[config.mk]
export PLATFORM = sky130hd
export DESIGN_NAME = spi_byte_sequencer_flat
export DESIGN_NICKNAME = d
export VERILOG_FILES = /design/src/rtl/spi_seq_pkg.sv /design/src/rtl/spi_byte_sequencer_if.sv /design/src/rtl/spi_phase_timer.sv /design/src/rtl/spi_byte_sequencer.sv /design/src/flat_wrapper.sv
export SDC_FILE = /design/constraint.sdc
export NUM_CORES = 1
export LEC_CHECK = 0
export CAP_MARGIN = 20
export CORE_MARGIN = 2
export CORE_UTILIZATION = 49
export DETAILED_ROUTE_END_ITERATION = 10
export GPL_ROUTABILITY_DRIVEN = 0
export PLACE_DENSITY = 0.78
export SYNTH_ARGS = -nofsm -noshare
export SYNTH_HDL_FRONTEND = slang
export SYNTH_HIERARCHICAL = 1
export SYNTH_SLANG_ARGS = --single-unit
[constraint.sdc]
create_clock -name CLK -period 2.4 [get_ports CLK]
set_input_delay 0.6 -clock CLK [delete_from_list [all_inputs] [get_ports CLK]]
set_output_delay 0.6 -clock CLK [all_outputs]
set_load 0.03 [all_outputs]
[src/rtl/spi_seq_pkg.sv]
// Shared types and constants for the SPI byte sequencer.
// State encoding, idle chip-select value and DIV range check.
package spi_seq_pkg;

   typedef enum logic [2:0] {
      ST_IDLE = 3'd0,
      ST_LOAD = 3'd1,
      ST_LOW  = 3'd2,
      ST_HIGH = 3'd3,
      ST_DONE = 3'd4
   } state_e;

   localparam logic [1:0] NSS_NONE = 2'b11;

   localparam int DIV_MIN = 1;
   localparam int DIV_MAX = 255;

   function automatic bit div_legal(input int d);
      return (d >= DIV_MIN) && (d <= DIV_MAX);
   endfunction

endpackage

[src/rtl/spi_byte_sequencer_if.sv]
// Host-side command/response bundle of the SPI byte sequencer.
// master = ctrl-code decoder side, slave = sequencer side.
interface spi_byte_sequencer_if;

   logic       CMD_VALID;
   logic       CMD_READY;
   logic [7:0] CMD_TX;
   logic [1:0] CMD_SS;
   logic       CMD_HOLD;
   logic [7:0] RX_DATA;
   logic       RX_VALID;
   logic       BUSY;

   modport master (
      output CMD_VALID, CMD_TX, CMD_SS, CMD_HOLD,
      input  CMD_READY, RX_DATA, RX_VALID, BUSY
   );

   modport slave (
      input  CMD_VALID, CMD_TX, CMD_SS, CMD_HOLD,
      output CMD_READY, RX_DATA, RX_VALID, BUSY
   );

endinterface

[src/rtl/spi_phase_timer.sv]
// SCK half-period timer: counts 0..div-1, pulses phase_done on the last
// count and wraps; held at zero while restart is high.
module spi_phase_timer (
   input  logic       clk,
   input  logic       rst,
   input  logic       restart,
   input  logic [7:0] div,
   output logic       phase_done
);

   logic [7:0] cnt_q, cnt_d;

   assign phase_done = (cnt_q == div - 8'd1);

   always_comb begin
      cnt_d = cnt_q + 8'd1;
      if (restart || phase_done) cnt_d = 8'd0;
   end

   always_ff @(posedge clk) begin
      if (rst) cnt_q <= 8'd0;
      else     cnt_q <= cnt_d;
   end

endmodule

[src/rtl/spi_byte_sequencer.sv]
// SPI mode-0 byte engine: one command per byte, returns the received byte.
// Optional macro SPI_LSB_FIRST_EN adds CFG_LSB for LSB-first transfers.
module spi_byte_sequencer
   import spi_seq_pkg::*;
#(
   parameter int DIV = 2
) (
   input  logic       CLK,
   input  logic       RESET,
`ifdef SPI_LSB_FIRST_EN
   input  logic       CFG_LSB,
`endif
   spi_byte_sequencer_if.slave bus,
   input  logic [2:0] MISO,
   output logic       MOSI,
   output logic       SCK,
   output logic [1:0] nSS
);

   localparam logic [7:0] DIV_W = 8'(DIV);

   if (!div_legal(DIV)) begin : g_div_check
      $error("spi_byte_sequencer: DIV must be within 1..255");
   end

   state_e     state_q, state_d;
   logic [7:0] tx_q, tx_d;
   logic [1:0] ss_q, ss_d;
   logic       hold_q, hold_d;
   logic [7:0] shift_q, shift_d;
   logic [2:0] bit_q, bit_d;
   logic       sck_q, sck_d;
   logic       mosi_q, mosi_d;
   logic [1:0] nss_q, nss_d;
   logic [7:0] rx_data_q, rx_data_d;
   logic       rx_valid_q, rx_valid_d;
   logic       busy_q, busy_d;
   logic       ready_q, ready_d;
   logic       lsb;
   logic       hs;
   logic       phase_done;
   logic       miso_bit;
   logic       first_bit;
   logic [7:0] next_tx;

`ifdef SPI_LSB_FIRST_EN
   logic lsb_q, lsb_d;
   assign lsb = lsb_q;
`else
   assign lsb = 1'b0;
`endif

   assign hs        = bus.CMD_VALID & ready_q;
   assign first_bit = lsb ? tx_q[0] : tx_q[7];
   assign next_tx   = lsb ? {1'b0, tx_q[7:1]} : {tx_q[6:0], 1'b0};

   // Device select follows the registered nSS, never the live command.
   always_comb begin
      unique case (1'b1)
         (nss_q == NSS_NONE): miso_bit = MISO[2];
         !nss_q[0]:           miso_bit = MISO[0];
         default:             miso_bit = MISO[1];
      endcase
   end

   spi_phase_timer u_timer (
      .clk        (CLK),
      .rst        (RESET),
      .restart    ((state_q != ST_LOW) && (state_q != ST_HIGH)),
      .div        (DIV_W),
      .phase_done (phase_done)
   );

   always_comb begin
      state_d    = state_q;
      tx_d       = tx_q;
      ss_d       = ss_q;
      hold_d     = hold_q;
      shift_d    = shift_q;
      bit_d      = bit_q;
      sck_d      = sck_q;
      mosi_d     = mosi_q;
      nss_d      = nss_q;
      rx_data_d  = rx_data_q;
      rx_valid_d = 1'b0;
      busy_d     = busy_q;
      ready_d    = ready_q;
`ifdef SPI_LSB_FIRST_EN
      lsb_d      = lsb_q;
`endif
      unique case (state_q)
         ST_IDLE, ST_DONE: begin
            state_d = ST_IDLE;
            if (hs) begin
               state_d = ST_LOAD;
               tx_d    = bus.CMD_TX;
               ss_d    = bus.CMD_SS;
               hold_d  = bus.CMD_HOLD;
               busy_d  = 1'b1;
               ready_d = 1'b0;
`ifdef SPI_LSB_FIRST_EN
               lsb_d   = CFG_LSB;
`endif
            end
         end
         ST_LOAD: begin
            state_d = ST_LOW;
            nss_d   = ss_q;
            mosi_d  = first_bit;
            tx_d    = next_tx;
            bit_d   = 3'd0;
         end
         ST_LOW: begin
            if (phase_done) begin
               state_d = ST_HIGH;
               sck_d   = 1'b1;
               shift_d = lsb ? {miso_bit, shift_q[7:1]}
                             : {shift_q[6:0], miso_bit};
            end
         end
         ST_HIGH: begin
            if (phase_done) begin
               sck_d = 1'b0;
               if (bit_q == 3'd7) begin
                  state_d    = ST_DONE;
                  rx_data_d  = shift_q;
                  rx_valid_d = 1'b1;
                  nss_d      = hold_q ? nss_q : NSS_NONE;
                  busy_d     = 1'b0;
                  ready_d    = 1'b1;
               end else begin
                  state_d = ST_LOW;
                  bit_d   = bit_q + 3'd1;
                  mosi_d  = first_bit;
                  tx_d    = next_tx;
               end
            end
         end
         default: state_d = ST_IDLE;
      endcase
   end

   always_ff @(posedge CLK) begin
      if (RESET) begin
         state_q    <= ST_IDLE;
         tx_q       <= 8'h00;
         ss_q       <= NSS_NONE;
         hold_q     <= 1'b0;
         shift_q    <= 8'h00;
         bit_q      <= 3'd0;
         sck_q      <= 1'b0;
         mosi_q     <= 1'b0;
         nss_q      <= NSS_NONE;
         rx_valid_q <= 1'b0;
         busy_q     <= 1'b0;
         ready_q    <= 1'b1;
`ifdef SPI_LSB_FIRST_EN
         lsb_q      <= 1'b0;
`endif
      end else begin
         state_q    <= state_d;
         tx_q       <= tx_d;
         ss_q       <= ss_d;
         hold_q     <= hold_d;
         shift_q    <= shift_d;
         bit_q      <= bit_d;
         sck_q      <= sck_d;
         mosi_q     <= mosi_d;
         nss_q      <= nss_d;
         rx_valid_q <= rx_valid_d;
         busy_q     <= busy_d;
         ready_q    <= ready_d;
`ifdef SPI_LSB_FIRST_EN
         lsb_q      <= lsb_d;
`endif
      end
   end

   // An abort keeps the last good byte; a reset while idle clears it.
   always_ff @(posedge CLK) begin
      if (RESET) begin
         if (!busy_q) rx_data_q <= 8'h00;
      end else begin
         rx_data_q <= rx_data_d;
      end
   end

   assign bus.CMD_READY = ready_q;
   assign bus.RX_DATA   = rx_data_q;
   assign bus.RX_VALID  = rx_valid_q;
   assign bus.BUSY      = busy_q;
   assign MOSI          = mosi_q;
   assign SCK           = sck_q;
   assign nSS           = nss_q;

endmodule

[src/flat_wrapper.sv]
// flat-port wrapper written by rule: the top's interface ports become plain ports
module spi_byte_sequencer_flat import spi_seq_pkg::*;
#(
   parameter int DIV = 2
)
  (CLK, RESET, MISO, MOSI, SCK, nSS, bus_CMD_VALID, bus_CMD_TX, bus_CMD_SS, bus_CMD_HOLD, bus_CMD_READY, bus_RX_DATA, bus_RX_VALID, bus_BUSY);
  spi_byte_sequencer_if bus_i ();
  input  logic CLK;
  input  logic RESET;
  input  logic [2:0] MISO;
  output logic MOSI;
  output logic SCK;
  output logic [1:0] nSS;
  input wire logic [$bits(bus_i.CMD_VALID)-1:0] bus_CMD_VALID;
  input wire logic [$bits(bus_i.CMD_TX)-1:0] bus_CMD_TX;
  input wire logic [$bits(bus_i.CMD_SS)-1:0] bus_CMD_SS;
  input wire logic [$bits(bus_i.CMD_HOLD)-1:0] bus_CMD_HOLD;
  output wire logic [$bits(bus_i.CMD_READY)-1:0] bus_CMD_READY;
  output wire logic [$bits(bus_i.RX_DATA)-1:0] bus_RX_DATA;
  output wire logic [$bits(bus_i.RX_VALID)-1:0] bus_RX_VALID;
  output wire logic [$bits(bus_i.BUSY)-1:0] bus_BUSY;
  assign bus_i.CMD_VALID = bus_CMD_VALID;
  assign bus_i.CMD_TX = bus_CMD_TX;
  assign bus_i.CMD_SS = bus_CMD_SS;
  assign bus_i.CMD_HOLD = bus_CMD_HOLD;
  assign bus_CMD_READY = bus_i.CMD_READY;
  assign bus_RX_DATA = bus_i.RX_DATA;
  assign bus_RX_VALID = bus_i.RX_VALID;
  assign bus_BUSY = bus_i.BUSY;
  spi_byte_sequencer #(.DIV(DIV)) u_core (.CLK(CLK), .RESET(RESET), .bus(bus_i), .MISO(MISO), .MOSI(MOSI), .SCK(SCK), .nSS(nSS));
endmodule
==> metrics <==
adder-cell share of the synthesized area=2.56%; Initial Utilization=between 50 and 60%; Compound-Gate Fraction of Synth Area=15.2%; CTS HTree Levels=2; Max-Cap Viols=0; chip width=approximately 75 um; Post-synth EDFFs=8; Yosys reg bits=48; CP Cell Sequence=xor2_1 -> xnor2_1 -> nand3_1 -> a2111oi_4 -> and2_2 -> nand3b_1 -> or2_1 -> nand2_1 -> a21oi_1; Avg Inst Size Synth=9.85 um^2; share of post-route cells with drive strength above 1=between 10% and 20%; vias per cell=just under 5; CP required=around 2.6 ns; Post-CTS Resized=0; wire length per cell=around 12 um; Detailed Routing Iterations Pass 1=4; IO Port Bufs=31; RSZ-0062 raised after global routing=false; crit path kind=reg -> reg; Final ANT Viol Nets=0; outcome=finished, final reports clean; Simple-Gate Fraction of Synth Area=approximately a quarter; total chip power=~1.9 mW; area taken by multi-input logic gates=approximately 1400 um^2; height of the die=between 70 and 80 um; ys flop type=dfxtp_1; antenna violations before repair=0; Critical-path top delay cell=dfxtp_1; first-pass GRT wire length=7.53 mm; largest fanout on the critical path=9; largest family of logic cells by synthesized area=simple AND/OR/NAND/NOR gates; Reg clk slew, reported paths=approximately 0.090 ns; async set-or-reset flop fraction in the synthesized netlist=0%; xor and xnor area share after synthesis=6.04%; clk_lat worst skew=about 0.3 ns; area grow syn2layout=23.0%; FF-to-FF setup slack=roughly 0.19 ns; die footprint=roughly 5600 um^2; distinct cell type count after synthesis=53; root buffer cell=clkbuf_8; All-Layer GR Usage=17.6%; Fillers=430; HPWL Detailed=3.21 mm; Setup Viol. Count Final=0; Leak=between 1 and 1.5 nW; TritonCTS Buffers=5; Worst Hold Class=reg -> reg; Final Hold Violating Endpoints=0; Post-CTS Setup Bufs=0; nets@finish=330; Critical Path Max Stage Delay=between 0.3 and 0.4 ns; CP Data Arrival Time=roughly 2.4 ns; Tmin final=2.21 ns; Final Skew=approximately 0.0075 ns; DRC viols=0; Post-Synthesis Cells=between 200 and 250; pin count of the biggest net entering global routing=23; maximum vdd ir drop=roughly 0.00048 V; crit end category=flop; Power per Cell Area=just over 600 nW/um^2; CTS Hold Bufs=0; commonest non-fill, non-tap cell in the layout=dfxtp_1; Core Footprint=approximately 4800 um^2; most frequent cells in the layout=40 x dfxtp_1, 30 x clkdlybuf4s50_1, 30 x nand2_1, 30 x conb_1, 22 x a21oi_1; number of diodes=0; total grt overflow=0; Ys Warns=6; Max Transition Viols Final=0; crit path launch type=flop; Sum Neg Setup Slack=0 ns; register area=1040 um^2; clk sinks=between 40 and 50; fmax=453 MHz; Buf/Inv on CP=0; final wirelength=approximately 4.5 mm; post-synthesis sequential area ratio=a little over two fifths; Tcrit/Tclk final=91.9%; drt first-iter violations=61; vias in the first global route=roughly 1700; mux share of post-synthesis cell area=a little over 4%; cell family with most CP delay=simple AND/OR/NAND/NOR gates; I/O Pins=32; synthesized cell area=2440 um^2; Vias=~1900; CTS tree=yes; Core Rows=25; clock buffer depth=2
## cell usage after synthesis (8+ instances only)
cell | instances | area share (%)
nor2b_1 | 8 | 2.0
nand2_1 | 30 | 4.6
mux2i_1 | 10 | 4.1
xnor2_1 | 8 | 2.9
dfxtp_1 | 40 | 33
a21oi_1 | 22 | 4.5
nand3_1 | 12 | 2.5
nand2b_1 | 10 | 2.6
edfxtp_1 | 8 | 9.8
a211oi_2 | 8 | 4.1
nor3_1 | 9 | 1.8
## routing by layer
metal | track usage (%) | vias to the layer above | share of wire [%]
li1 | - | 959 | -
met1 | 21.4 | 863 | 45
met2 | 30.5 | 25 | 51
met3 | 4.42 | 5 | 3.1
met4 | 5.95 | 0 | 0.78
met5 | 0 | - | 0
## layout make-up
cell class,instances,area share (%)
clock buffer,5,2.29
multi-input combinational,212,46.8
inverter,5,0.707
clock inverter,3,1.41
sequential,48,34.6
tap,67,2.79
timing repair buffer,36,11.4
## sequential cells by signal, summed over array words and instances, names as in the netlist
signal                cells
u_core/bus.RX_VALID       1
u_core/u_timer/cnt_q      8
u_core/hold_q             1
u_core/SCK                1
u_core/tx_q               8
u_core/ss_q               2
u_core/bus.BUSY           1
u_core/state_q            3
u_core/bus.RX_DATA        8
u_core/bit_q              3
u_core/bus.CMD_READY      1
u_core/nSS                2
u_core/shift_q            8
u_core/MOSI               1
## metrics by stage
| stage | worst slack (ns) | hold WS [ns] | util, % | area [um^2] | instances |
|---|---|---|---|---|---|
| after floorplan | 0.0502 | 0.431 | - | 2550 | 276 |
| after global placement | 0.188 | 0.440 | 60.9 | 2890 | 368 |
| after detailed placement | 0.0936 | 0.453 | 60.9 | 2890 | 368 |
| after CTS | 0.0734 | 0.464 | 63.2 | 3010 | 376 |
| after global routing | 0.0109 | 0.484 | 63.2 | 3010 | 376 |
| final | 0.193 | 0.469 | 63.2 | 3010 | 376 |
## worst register-to-register path, delay by kind of cell, from the launching register on
kind | cells | cell delay [ns]
xor gates and xnor gates | 2 | 0.33
AOI/OAI and AO/OA | 2 | 0.35
and+or+nand+nor | 5 | 1.04
DFF | 1 | 0.36
## worst paths after layout
check | startpoint | to | cells past startpoint
worst min-delay path | u_core/hold_q | u_core/hold_q | 2
worst max-delay path | u_core/u_timer/cnt_q[3] | u_core/shift_q[7] | 9
worst min register to register | u_core/hold_q | u_core/hold_q | 2
worst max register to register | u_core/u_timer/cnt_q[3] | u_core/shift_q[7] | 9
## power by group
group	switching (mW)	internal [mW]	total, mW
clock network	0.267	0.309	0.576
registers	0.0470	0.872	0.919
logic	0.213	0.167	0.380
## logic make-up after synthesis
group	after synthesis
buf+inv	16
flops	48
xor+xnor	16
other cells	2
compound gates	45
mux	10
fa+ha+maj	5
simple gates	106
Power figures use the tool's default switching activity.
